==> src/rtl/rot_shift_pkg.sv <==
`default_nettype none
// =============================================================================
// rot_shift_pkg : opcodes, FSM encoding and width shared by rot_shift_sched.
// Rev 1.0
// =============================================================================
package rot_shift_pkg;

   localparam int WIDTH = 32;
   localparam int OP_W  = 3;

   localparam logic [OP_W-1:0] OP_ROL  = 3'd0;
   localparam logic [OP_W-1:0] OP_ROR  = 3'd1;
   localparam logic [OP_W-1:0] OP_SHL  = 3'd2;
   localparam logic [OP_W-1:0] OP_SHR  = 3'd3;
   localparam logic [OP_W-1:0] OP_SHRA = 3'd4;

   typedef enum logic [1:0] {
      ST_IDLE = 2'd0,
      ST_EXEC = 2'd1,
      ST_RESP = 2'd2
   } state_e;

endpackage
`default_nettype wire

==> src/rtl/rot_shift_sched_core.sv <==
`default_nettype none
// =============================================================================
// rot_core : combinational rotate-left; amount 0 is an identity.
// Rev 1.0
// =============================================================================
module rot_core #(
   parameter int WIDTH = 32,
   parameter int AMT_W = $clog2(WIDTH)
) (
   input  logic [WIDTH-1:0] data_i,
   input  logic [AMT_W-1:0] amt_i,
   output logic [WIDTH-1:0] data_o
);

   logic [2*WIDTH-1:0] w_dbl;

   // Upper half of the doubled word shifted left is the rotate-left result.
   assign w_dbl  = {data_i, data_i} << amt_i;
   assign data_o = w_dbl[2*WIDTH-1:WIDTH];

endmodule
`default_nettype wire

==> src/rtl/rot_shift_sched.sv <==
`default_nettype none
// =============================================================================
// rot_shift_sched : two-requester arbiter/sequencer around one shared rotate core.
// Macro ROT_SHIFT_OPS_EN enables SHL/SHR/SHRA.                       Rev 1.0
// =============================================================================
module rot_shift_sched #(
   parameter int WIDTH = 32,
   parameter int OP_W  = 3
) (
   input  logic             clk,
   input  logic             reset,
   input  logic             r0_valid,
   output logic             r0_ready,
   input  logic [OP_W-1:0]  r0_op,
   input  logic [WIDTH-1:0] r0_data,
   input  logic [WIDTH-1:0] r0_amt,
   input  logic             r1_valid,
   output logic             r1_ready,
   input  logic [OP_W-1:0]  r1_op,
   input  logic [WIDTH-1:0] r1_data,
   input  logic [WIDTH-1:0] r1_amt,
   output logic             rsp_valid,
   input  logic             rsp_ready,
   output logic             rsp_id,
   output logic [WIDTH-1:0] rsp_data,
   output logic             rsp_err
);
   import rot_shift_pkg::*;

   localparam int AMT_W = $clog2(WIDTH);

   state_e            state_q, state_d;
   logic              prio_q;
   logic [OP_W-1:0]   op_q;
   logic [WIDTH-1:0]  data_q;
   logic [AMT_W-1:0]  amt_q;
   logic              id_q;
   logic [WIDTH-1:0]  rsp_data_q;
   logic              rsp_err_q;
   logic              rsp_id_q;
`ifdef ROT_SHIFT_OPS_EN
   logic              big_q;
`endif

   logic              w_gnt0, w_gnt1;
   logic [AMT_W-1:0]  w_rot_amt;
   logic [WIDTH-1:0]  w_rot;
   logic [WIDTH-1:0]  w_res;
   logic              w_err;

   // Grants are only offered from IDLE and never while reset is asserted.
   always_comb begin
      w_gnt0 = 1'b0;
      w_gnt1 = 1'b0;
      if (state_q == ST_IDLE && !reset) begin
         if (r0_valid && (!r1_valid || !prio_q)) w_gnt0 = 1'b1;
         else if (r1_valid)                      w_gnt1 = 1'b1;
      end
   end

   always_comb begin
      state_d = state_q;
      case (state_q)
         ST_IDLE: if (w_gnt0 || w_gnt1) state_d = ST_EXEC;
         ST_EXEC: state_d = ST_RESP;
         ST_RESP: if (rsp_ready) state_d = ST_IDLE;
         default: state_d = ST_IDLE;
      endcase
   end

   // Right-rotating families rotate left by the two's complement of the amount.
   assign w_rot_amt = (op_q == OP_ROL || op_q == OP_SHL) ? amt_q : AMT_W'(0) - amt_q;

   rot_core #(.WIDTH(WIDTH), .AMT_W(AMT_W)) u_core (
      .data_i (data_q),
      .amt_i  (w_rot_amt),
      .data_o (w_rot)
   );

`ifdef ROT_SHIFT_OPS_EN
   logic [WIDTH-1:0] w_mask_r;
   logic [WIDTH-1:0] w_sign;
   assign w_mask_r = {WIDTH{1'b1}} >> amt_q;
   assign w_sign   = {WIDTH{data_q[WIDTH-1]}};
`endif

   always_comb begin
      w_res = '0;
      w_err = 1'b0;
      case (op_q)
         OP_ROL, OP_ROR: w_res = w_rot;
`ifdef ROT_SHIFT_OPS_EN
         OP_SHL:  w_res = big_q ? '0 : (w_rot & ({WIDTH{1'b1}} << amt_q));
         OP_SHR:  w_res = big_q ? '0 : (w_rot & w_mask_r);
         OP_SHRA: w_res = big_q ? w_sign : ((w_rot & w_mask_r) | (w_sign & ~w_mask_r));
`endif
         default: w_err = 1'b1;
      endcase
   end

   always_ff @(posedge clk) begin
      if (reset) begin
         state_q    <= ST_IDLE;
         prio_q     <= 1'b0;
         op_q       <= '0;
         data_q     <= '0;
         amt_q      <= '0;
         id_q       <= 1'b0;
         rsp_data_q <= '0;
         rsp_err_q  <= 1'b0;
         rsp_id_q   <= 1'b0;
`ifdef ROT_SHIFT_OPS_EN
         big_q      <= 1'b0;
`endif
      end else begin
         state_q <= state_d;
         if (w_gnt0 || w_gnt1) begin
            op_q   <= w_gnt1 ? r1_op   : r0_op;
            data_q <= w_gnt1 ? r1_data : r0_data;
            amt_q  <= w_gnt1 ? r1_amt[AMT_W-1:0] : r0_amt[AMT_W-1:0];
            id_q   <= w_gnt1;
            prio_q <= ~w_gnt1;
`ifdef ROT_SHIFT_OPS_EN
            big_q  <= w_gnt1 ? (|r1_amt[WIDTH-1:AMT_W]) : (|r0_amt[WIDTH-1:AMT_W]);
`endif
         end
         if (state_q == ST_EXEC) begin
            rsp_data_q <= w_res;
            rsp_err_q  <= w_err;
            rsp_id_q   <= id_q;
         end
      end
   end

   assign r0_ready  = w_gnt0;
   assign r1_ready  = w_gnt1;
   assign rsp_valid = (state_q == ST_RESP) && !reset;
   assign rsp_data  = rsp_data_q;
   assign rsp_err   = rsp_err_q;
   assign rsp_id    = rsp_id_q;

endmodule
`default_nettype wire

==> config.mk <==
export PLATFORM = sky130hd
export DESIGN_NAME = rot_shift_sched
export DESIGN_NICKNAME = d
export VERILOG_FILES = /design/src/rtl/rot_shift_pkg.sv /design/src/rtl/rot_shift_sched_core.sv /design/src/rtl/rot_shift_sched.sv
export SDC_FILE = /design/constraint.sdc
export NUM_CORES = 1
export LEC_CHECK = 0
export ABC_AREA = 1
export ABC_CLOCK_PERIOD_IN_PS = 5400
export BUFFER_PORTS_ARGS = -buffer_cell sky130_fd_sc_hd__buf_4
export CAP_MARGIN = 20
export CORE_MARGIN = 2
export CORE_UTILIZATION = 35
export DETAILED_ROUTE_END_ITERATION = 8
export GPL_TIMING_DRIVEN = 0
export SLEW_MARGIN = 5
export SYNTH_ARGS = -nofsm -noshare
export SYNTH_HDL_FRONTEND = slang
export SYNTH_SLANG_ARGS = --single-unit
==> constraint.sdc <==
create_clock -name clk -period 5.4 [get_ports clk]
set_input_delay 0.54 -clock clk [delete_from_list [all_inputs] [get_ports clk]]
set_output_delay 0.54 -clock clk [all_outputs]
set_load 0.02 [all_outputs]
==> key figures <==
Worst setup path
  • CP Class: flop to flop
  • Required @ worst endpoint: 5680 ps
  • Crit end category: flop
  • Slowest Stage Delay on Critical Path: 310 ps
  • Critical path's most frequent cell: nand3_1
  • Slowest CP cell: ha_1
  • Critical-path cell list: buf_2 > inv_4 > buf_2 > ha_1 > inv_1 > nand2_1 > buf_4 > buf_4 > nand3_1 > nand3_1 > nand3_1 > nand3_1 > nand3_1 > a21oi_1
  • Worst path top cell family by delay: buffers and inverters
  • Critical Path AT: 2710 ps
  • Worst path bufs/invs: 6
  • Setup crit start kind: flop
  • Crit Path Max Fanout: 10

STA
  • RSZ-0062 raised after global routing: no
  • Tcrit/Tclk final: 0.4503
  • Clock Skews: 7.317 ps
  • Fin crit period: 2432 ps
  • Final hold slack: 434.7 ps
  • # setup viols final: 0
  • Setup TNS after final layout: 0 ps
  • Final Hold Vio Count: 0
  • Worst Tran Pin Value: 523.7 ps
  • Relative slew slack: 0.6508
  • Max Fclk: 411.2 MHz
  • Fin. max-slew vios: 0

Floorplanning
  • Core region area: 13880 um2
  • Num ports: 176
  • Die width: 123.1 um
  • Die Span Y: 123.1 um
  • Initial Utilization: 0.3579
  • Die area: 15160 um2
  • Std-Cell Rows: 43

Logic synthesis
  • Top cells by area, synth: dfxtp_1, nand3_1, nand2_1, a31oi_1, a21oi_1
  • Cell Area, Synth: 4969 um2
  • Area leader, netlist: dfxtp_1
  • Average size of a mapped cell: 6.134 um2
  • Syn nets: 950
  • Sequential cell area fraction in the yosys report: 0.3143
  • Post-synth EDFFs: 0
  • Synth cell types: 26
  • Post-synth ARST share: 0
  • YS warnings: 0
  • Syn Inst Count: 810
  • Share of the synthesized area in the top cell type: 0.3143
  • Main flop type after synthesis: dfxtp_1
  • Number of synthesized register bits: 78

Finish
  • Fin area: 6359 um2
  • Area Overhead vs Synth: 27.98%
  • Multi-input gate area: 3009 um2
  • Nets: 1081
  • Layout cells sized above 1: 0.2055
  • Fillers: 1518
  • Post-Route Utilization: 0.4581
  • ANT cells: 0
  • Register area: 1562 um2

Placed design
  • Placed wire-length estimate: 14480 um
  • I/O Buffers: 120
  • Placer Congestion: 0.9330
  • Placed Instance Area: 6095 um2

Drt
  • Detailed-route via count: 6173
  • Final WL: 17870 um
  • Drt drc: 0
  • Vias per std cell: 5.492
  • WL per Instance: 15.90 um
  • DRT iter0 DRCs: 741
  • First drt pass iteration count: 6
  • Post-route ant nets: 0

Clock network
  • CTS tree: done
  • CTS Buf Count: 9
  • H-tree depth: 3
  • Post-cts resize count: 0
  • Reg clk slew, reported paths: 60 ps
  • Worst-skew pair later-pin latency: 350 ps
  • Post-CTS setup buffer count: 0
  • Clock buffer depth: 2
  • Total clock sinks: 78
  • CTS Hold Bufs: 0
  • Root buffer cell: clkbuf_16

GRT
  • Antenna violations before repair: 0
  • Largest net degree at the start of global routing: 13
  • First-pass GRT wire length: 28780 um
  • Total GRT Usage: 0.2460
  • Global route overflow: 0
  • Vias in the first global route: 5844

Power and ir drop
  • Power per cell area: 309.7 nW/um2
  • Pleak: 2.735 nW
  • VDD IR max: 0.0001739 V

Worst hold path
  • Worst min path class: input port to flop

Run
  • Max cap viols: 0

Run status
  • Status: complete, no violations
[worst min-delay path: stages]
cell and delay, ps:
buf_4 80, a221oi_1 60, nor2_1 70
[area by class of cell]
type                    instances  area share
repair buffers                120      0.1417
flip-flops and latches         78      0.2456
plain buffers                  63     0.05037
clock buffers                  10     0.03758
multi-input cells             649      0.4732
clock inverters                 4    0.003935
inverters                      20     0.01220
well taps                     180     0.03542
[through the flow]
step | setup slack (ps) | std cells | power, mW
5_1_grt | 2781 | 1124 | 2.091
4_1_cts | 3006 | 1124 | 1.969
3_5_place_dp | 3015 | 1110 | 1.404
6_report | 2968 | 1124 | 1.969
2_1_floorplan | 3402 | 810 | 1.158
3_3_place_gp | 3038 | 1110 | 1.402
[where the power goes]
part	switching (mW)	total (mW)	internal (mW)
logic	0.471	0.739	0.267
clock network	0.248	0.565	0.317
registers	0.0364	0.666	0.629
total	0.756	1.97	1.21
[registers in the layout, summed over array words and instances (netlist names)]
name and flops:
amt_q 5, data_q 32, id_q 1, op_q 3, prio_q 1, rsp_data 32
rsp_err 1, rsp_id 1, state_q 2
[cells in the mapped netlist, types with 2 or more instances]
library cell / n
a21oi_1: 35
nand2_1: 267
buf_2: 34
a221oi_1: 5
clkbuf_1: 18
nor3_2: 2
buf_4: 11
nand3_1: 282
clkinv_1: 2
inv_1: 10
a31oi_1: 33
nor2_1: 14
inv_2: 7
dfxtp_1: 78
[metal layers]
metal  vias to the layer above  track usage  part of all wire
li1                       3042            -                 -
met1                      2824       0.3195              0.43
met4                         0      0.08807             0.028
met3                        42      0.05028             0.070
met5                         -            0                 0
met2                       265       0.4035              0.47
[logic make-up (layout without fill, tap and decap cells)]
kind of cell,count (synthesis),after routing,share of synthesized area
fa+ha+maj,1,1,0.002518
xor+xnor,1,1,0.003275
buf+inv,83,217,0.08008
flops,78,78,0.3143
compound gates,78,78,0.09343
simple gates,569,569,0.5064
[path summary, 6_finish.rpt]
path	startpoint	end	slack [ps]	depth (start not counted)
setup reg to reg	amt_q[0]	rsp_data[30]	2970	14
hold / removal	r1_amt[2]	amt_q[2]	430	3
hold reg to reg	rsp_data[31]	rsp_data[31]	460	2
setup / recovery	amt_q[0]	rsp_data[30]	2970	14
[cell usage in the layout, fill, tap and decap left out, types with 2 or more instances in the layout]
cell type / netlist / final
nand3_1: 282 / 282
inv_2: 7 / 7
clkinv_1: 2 / 2
clkbuf_1: 18 / 18
dfxtp_1: 78 / 78
clkbuf_16: 0 / 9
a221oi_1: 5 / 5
clkinvlp_4: 0 / 2
nor3_2: 2 / 2
a21oi_1: 35 / 35
a31oi_1: 33 / 33
buf_2: 34 / 34
nand2_1: 267 / 267
inv_1: 10 / 10
clkinv_2: 0 / 2
nor2_1: 14 / 14
buf_4: 11 / 131
No activity file was read; power rests on OpenSTA's default activity.
